**config.mk**
```make
export PLATFORM = sky130hd
export DESIGN_NAME = int_div_unit
export DESIGN_NICKNAME = d
export VERILOG_FILES = /design/src/rtl/int_div_unit.sv
export SDC_FILE = /design/constraint.sdc
export NUM_CORES = 1
export LEC_CHECK = 0
export BUFFER_PORTS_ARGS = -buffer_cell sky130_fd_sc_hd__buf_2
export CORE_ASPECT_RATIO = 1.2
export CORE_UTILIZATION = 30
export DETAILED_ROUTE_END_ITERATION = 10
export GPL_ROUTABILITY_DRIVEN = 0
export PLACE_DENSITY = 0.55
export SLEW_MARGIN = 20
export SYNTH_ARGS = -nofsm -noshare
export SYNTH_HDL_FRONTEND = slang
export SYNTH_SLANG_ARGS = --single-unit
```
**constraint.sdc**
```tcl
create_clock -name clk -period 3.5 [get_ports clk]
set_clock_uncertainty 0.15 [all_clocks]
set_input_delay 0.35 -clock clk [delete_from_list [all_inputs] [get_ports clk]]
set_output_delay 0.35 -clock clk [all_outputs]
set_load 0.03 [all_outputs]
```
**src/rtl/int_div_unit.sv**
```systemverilog
// rtl/int_div_unit.sv - iterative radix-2 restoring divider/remainder unit with flush kill
// Optional early-out (leading-zero skip of the dividend) enabled by defining INT_DIV_EARLY_OUT_EN.
module int_div_unit #(
   parameter int WIDTH = 32,
   parameter int SQN_W = 7,
   parameter int TAG_W = 7,
   parameter int NM_W  = 5
) (
   input  logic             clk,
   input  logic             nReset,
   input  logic             IN_valid,
   input  logic [1:0]       IN_op,
   input  logic [WIDTH-1:0] IN_srcA,
   input  logic [WIDTH-1:0] IN_srcB,
   input  logic [SQN_W-1:0] IN_sqN,
   input  logic [TAG_W-1:0] IN_tagDst,
   input  logic [NM_W-1:0]  IN_nmDst,
   input  logic             IN_branchTaken,
   input  logic [SQN_W-1:0] IN_branchSqN,
   input  logic             IN_wbAvail,
   output logic             OUT_busy,
   output logic             OUT_valid,
   output logic [WIDTH-1:0] OUT_result,
   output logic [SQN_W-1:0] OUT_sqN,
   output logic [TAG_W-1:0] OUT_tagDst,
   output logic [NM_W-1:0]  OUT_nmDst,
   output logic             OUT_divZero
);

   localparam int CNT_W = $clog2(WIDTH + 1);
   localparam logic [WIDTH-1:0] MIN_VAL = {1'b1, {(WIDTH-1){1'b0}}};

   typedef enum logic [1:0] {IDLE, RUN, FIX, DONE} state_t;

   state_t state, state_nxt;

   logic [CNT_W-1:0] count;
   logic [WIDTH-1:0] rem, quot, b_mag;
   logic             op_rem, q_neg, r_neg, div_zero;
   logic [SQN_W-1:0] sqn;
   logic [TAG_W-1:0] tag;
   logic [NM_W-1:0]  nm;

   // Signed modulo compare: a uop is younger than the branch when the wrapped difference is positive.
   function automatic logic kill_f(input logic [SQN_W-1:0] s, input logic taken,
                                   input logic [SQN_W-1:0] br_sqn);
      logic [SQN_W-1:0] d;
      d = s - br_sqn;
      return taken && !d[SQN_W-1] && (d != '0);
   endfunction

`ifdef INT_DIV_EARLY_OUT_EN
   function automatic logic [CNT_W-1:0] lzc(input logic [WIDTH-1:0] v);
      logic [CNT_W-1:0] n;
      n = '0;
      for (int i = 0; i < WIDTH; i++)
         if (v[i]) n = CNT_W'(WIDTH - 1 - i);
      return n;
   endfunction
`endif

   logic             is_signed, a_neg, b_neg, b_zero, overflow, special, accept, stored_kill;
   logic [WIDTH-1:0] a_mag, b_mag_in;

   assign is_signed   = !IN_op[0];
   assign a_neg       = is_signed && IN_srcA[WIDTH-1];
   assign b_neg       = is_signed && IN_srcB[WIDTH-1];
   assign a_mag       = a_neg ? -IN_srcA : IN_srcA;
   assign b_mag_in    = b_neg ? -IN_srcB : IN_srcB;
   assign b_zero      = (IN_srcB == '0);
   assign overflow    = is_signed && (IN_srcA == MIN_VAL) && (IN_srcB == '1);
   assign accept      = (state == IDLE) && IN_valid && !kill_f(IN_sqN, IN_branchTaken, IN_branchSqN);
   assign stored_kill = kill_f(sqn, IN_branchTaken, IN_branchSqN);

`ifdef INT_DIV_EARLY_OUT_EN
   logic             a_zero;
   logic [CNT_W-1:0] lz;
   assign a_zero  = (a_mag == '0);
   assign lz      = lzc(a_mag);
   assign special = b_zero || overflow || a_zero;
`else
   assign special = b_zero || overflow;
`endif

   // One restoring step; the shifted partial remainder needs one extra bit before the compare.
   logic [WIDTH:0]   partial;
   logic             ge;
   logic [WIDTH-1:0] rem_step, quot_step, q_fix, r_fix;

   assign partial   = {rem, quot[WIDTH-1]};
   assign ge        = partial >= {1'b0, b_mag};
   assign rem_step  = ge ? (partial[WIDTH-1:0] - b_mag) : partial[WIDTH-1:0];
   assign quot_step = {quot[WIDTH-2:0], ge};
   assign q_fix     = q_neg ? -quot : quot;
   assign r_fix     = r_neg ? -rem : rem;

   always_comb begin
      state_nxt = state;
      case (state)
         IDLE: if (accept) state_nxt = special ? FIX : RUN;
         RUN:  if (stored_kill) state_nxt = IDLE;
               else if (count == CNT_W'(1)) state_nxt = FIX;
         FIX:  state_nxt = stored_kill ? IDLE : DONE;
         DONE: if (stored_kill || IN_wbAvail) state_nxt = IDLE;
         default: state_nxt = IDLE;
      endcase
   end

   always_ff @(posedge clk or negedge nReset) begin
      if (!nReset) state <= IDLE;
      else         state <= state_nxt;
   end

   always_ff @(posedge clk or negedge nReset) begin
      if (!nReset) begin
         count      <= '0;
         rem        <= '0;
         quot       <= '0;
         b_mag      <= '0;
         op_rem     <= 1'b0;
         q_neg      <= 1'b0;
         r_neg      <= 1'b0;
         div_zero   <= 1'b0;
         sqn        <= '0;
         tag        <= '0;
         nm         <= '0;
         OUT_result <= '0;
         OUT_valid  <= 1'b0;
      end else begin
         OUT_valid <= (state_nxt == DONE);
         if (accept) begin
            sqn      <= IN_sqN;
            tag      <= IN_tagDst;
            nm       <= IN_nmDst;
            op_rem   <= IN_op[1];
            div_zero <= b_zero;
            b_mag    <= b_mag_in;
            q_neg    <= 1'b0;
            r_neg    <= 1'b0;
            count    <= CNT_W'(WIDTH);
            if (b_zero) begin
               quot <= '1;
               rem  <= IN_srcA;
            end else if (overflow) begin
               quot <= MIN_VAL;
               rem  <= '0;
            end else begin
               q_neg <= a_neg ^ b_neg;
               r_neg <= a_neg;
               rem   <= '0;
`ifdef INT_DIV_EARLY_OUT_EN
               quot  <= a_mag << lz;
               count <= CNT_W'(WIDTH) - lz;
`else
               quot  <= a_mag;
`endif
            end
         end else if (state == RUN) begin
            rem   <= rem_step;
            quot  <= quot_step;
            count <= count - CNT_W'(1);
         end else if (state == FIX) begin
            OUT_result <= op_rem ? r_fix : q_fix;
         end
      end
   end

   assign OUT_busy    = (state != IDLE);
   assign OUT_sqN     = sqn;
   assign OUT_tagDst  = tag;
   assign OUT_nmDst   = nm;
   assign OUT_divZero = div_zero;

endmodule

```
==> impl_metrics.json <==
{
  "status": "finished clean",
  "cts_buffer_depth": 2,
  "ys_ff_latch": 160,
  "htree_levels": 4,
  "num_rows": 80,
  "routed_wirelength_mm": 37.80,
  "grt_use_met1": 0.2589,
  "io_buffers": 150,
  "multi_input_area_um2": 7477,
  "setup_viol_count_final": 0,
  "final.setup.tns_ns": 0,
  "synthMostInstantiatedCell": "nand2_1",
  "yosys_warnings": 0,
  "start_util": 0.3039,
  "gr-total-overflow": 0,
  "seq_area_frac_synth": 0.3323,
  "power_density_nw_per_um2": 1037,
  "core-area_um2": 39640,
  "min_period_over_period": 0.9692,
  "clock.fmax_mhz": 294.8,
  "r2r_slack_ns": 0.20,
  "synth_top_area_share": 0.3323,
  "num_vias": 11320,
  "antenna_found_initial": 3,
  "synth_edf_count": 0,
  "ys_top_cells_by_count": "nand2_1 (220), dfrtp_1 (160), o21ai_0 (147), a21oi_1 (113), nor2_1 (88)",
  "wl_per_cell_um": 17.01,
  "regArea_um2": 4004,
  "cp-end-kind": "flop",
  "die_w_um": 184.9,
  "crit_arrival_ns": 3.56,
  "cp.required_ns": 3.67,
  "area_growth_pct": 22.54,
  "numCtsBuffers": 17,
  "startpoint": "IN_sqN[0]",
  "grt_util_met3": 0.03236,
  "maxSlewViolCount": 0,
  "timing.hold.ws_ns": 0.04557,
  "r2r-end": "rem[6]",
  "syn-cell-area_um2": 12050,
  "drcViolationCount": 0,
  "vias_per_cell": 5.094,
  "fin_crit_ns": 3.392,
  "fin_util": 0.3724,
  "cp_top_family": "compound AO/OA/AOI/OAI gates",
  "drt.antenna.violating_nets": 0,
  "ff2ff_path_depth": 12,
  "drive_above_1_share": 0.1737,
  "drv_cap": 0,
  "synth_cell_types": 70,
  "nNetsFinal": 1825,
  "met2_usage": 0.2918,
  "grt_pass1_vias": 10920,
  "fill_cells": 4096,
  "cts_sinks": 160,
  "grt_max_degree": 76,
  "yosys.area.top_type": "dfrtp_1",
  "die-area_um2": 40970,
  "leakage_uw": 0.006668,
  "postSynth.asyncResetShare": 1.000,
  "hpwl_mm": 29.24,
  "p_total_uw": 15310,
  "worstSetupPathType": "in2reg",
  "dr.pass1.iters": 5,
  "grt_pass1_wl_mm": 60.12,
  "cts_tree": "yes",
  "die_h_um": 221.5,
  "start_kind": "input port",
  "min_path_cells": 3,
  "hold_viol": 0,
  "ioPinCount": 151,
  "syn_nets": 1636,
  "hp-class": "in2reg",
  "avgSynthCellArea_um2": 8.113,
  "syn_inst": 1485,
  "reg2reg_from": "rem[8]",
  "track_usage": 0.1870,
  "crit_buf_inv": 4,
  "critPathSlowestCell": "dlygate4sd3_1",
  "clk_latency_ns": 0.44,
  "synth_flop_cell": "dfrtp_1",
  "yosys-top-cells-area": "dfrtp_1 (33%), nand2_1 (6.9%), o21ai_0 (6.1%), xnor2_1 (5.8%), xor2_1 (5.5%)",
  "whs_endpoint": "rem[29]",
  "crit_path_max_fanout": 25,
  "hold_start": "IN_srcA[29]",
  "crit_chain": "dlygate4sd3_1, buf_2, inv_1, ha_1, fa_1, nor2b_1, o21ai_1, a21o_1, o22a_1, a211o_1, a31oi_4, nor2_2, buf_12, a221o_1",
  "drtIter0Drc": 760,
  "slowest_delay_ns": 0.53,
  "cts-root-buf": "clkbuf_16",
  "clk_pin_slew_worst_paths_ns": 0.07,
  "tightest_slew_ns": 0.9915,
  "ir_worst_vdd_mv": 0.3712,
  "relSlewSlack": 0.3376,
  "busiest_layer": "met2"
}
[worst register-to-register path, cell delays in order, from the launching register on]
cell      delay (ns)
dfrtp_1         0.43
ha_1            0.41
o21a_1          0.14
o211ai_1        0.08
a31oi_1         0.32
nor4_1          0.11
buf_4           0.16
or2_1           0.28
o41ai_4         0.37
buf_12          0.24
mux2i_1         0.24
a21oi_1         0.09
a22o_1          0.18
[flip-flops by register name, summed over array words and instances (netlist names), 2 cells and up]
| signal | flops |
|---|---|
| OUT_nmDst | 5 |
| OUT_result | 32 |
| OUT_sqN | 7 |
| OUT_tagDst | 7 |
| b_mag | 32 |
| count | 6 |
| quot | 32 |
| rem | 32 |
| state | 2 |
[cells by family (layout without fill, tap and decap cells)]
| kind of cell | Yosys count | after routing | synth area share |
|---|---|---|---|
| buffers and inverters | 156 | 358 | 0.05110 |
| and+or+nand+nor | 475 | 475 | 0.1849 |
| xor gates and xnor gates | 155 | 155 | 0.1127 |
| other | 0 | 3 | 0 |
| muxes | 24 | 24 | 0.01994 |
| DFF | 160 | 160 | 0.3323 |
| AOI/OAI and AO/OA | 461 | 461 | 0.2411 |
| adders and majority gates | 54 | 54 | 0.05795 |
[what timing repair did]
action,in CTS,in global routing
hold endpoints to repair,87,0
setup endpoints to repair,0,11
hold buffers,20,0
gates resized for setup,0,3
setup buffers,0,2
[cell type report]
type                       instances  share of cell area
tap                              533             0.04517
clock buffer                      22             0.03280
antenna                            3           0.0005085
clock inverter                    10             0.01059
timing repair buffer             255              0.1152
inverter                          71             0.01805
multi-input combinational       1169              0.5065
sequential                       160              0.2712
[cells in the final DEF (no fill, tap or decap), drive strengths merged, types with 5 or more instances in the layout]
cell,netlist,layout
a211oi,12,12
a21o,17,17
a21oi,113,113
a221o,17,17
a22oi,25,25
a31oi,10,10
and3,7,7
buf,19,234
clkbuf,66,23
clkinv,0,5
dfrtp,160,160
dlygate4sd3,0,20
ha,51,51
inv,71,71
mux2i,24,24
nand2,220,220
nand2b,14,14
nand3,27,27
nand4,14,14
nor2,89,89
nor2b,12,12
nor3,28,28
nor4,19,19
o211ai,8,8
o21a,7,7
o21ai,165,165
o21bai,5,5
o31ai,35,35
o41ai,15,15
or2,7,7
or3,15,15
or4,14,14
xnor2,80,80
xor2,75,75
[worst max-delay path by stage]
stage / cells past startpoint / end
after global placement: 10 / quot[31]
after detailed placement: 14 / rem[31]
final: 14 / rem[15]
after floorplan: 13 / rem[30]
after global routing: 15 / rem[13]
after CTS: 15 / rem[31]
[power breakdown]
group	internal (uW)	switching, uW
Sequential	2710	838
Clock	1270	781
Combinational	4080	5640
Total	8060	7260
[metal layers]
layer  routed length, um  vias to the layer above  share of wire
li1                    -                     5675              -
met1               17770                     5300           0.47
met2               17340                      301           0.46
met3                1861                       47          0.049
met4                 830                        0          0.022
met5                   0                        -              0
[metrics by stage]
| stage | instance area (um2) | worst slack (ns) | std cells |
|---|---|---|---|
| 4_1_cts | 14710 | 0.1661 | 2217 |
| 6_report | 14760 | 0.1077 | 2223 |
| 2_1_floorplan | 12050 | 0.3699 | 1485 |
| 5_1_grt | 14760 | -0.001350 | 2223 |
| 3_5_place_dp | 13860 | 0.2236 | 2165 |
| 3_3_place_gp | 13860 | 0.2442 | 2165 |
(Power assumes the default switching activity.)
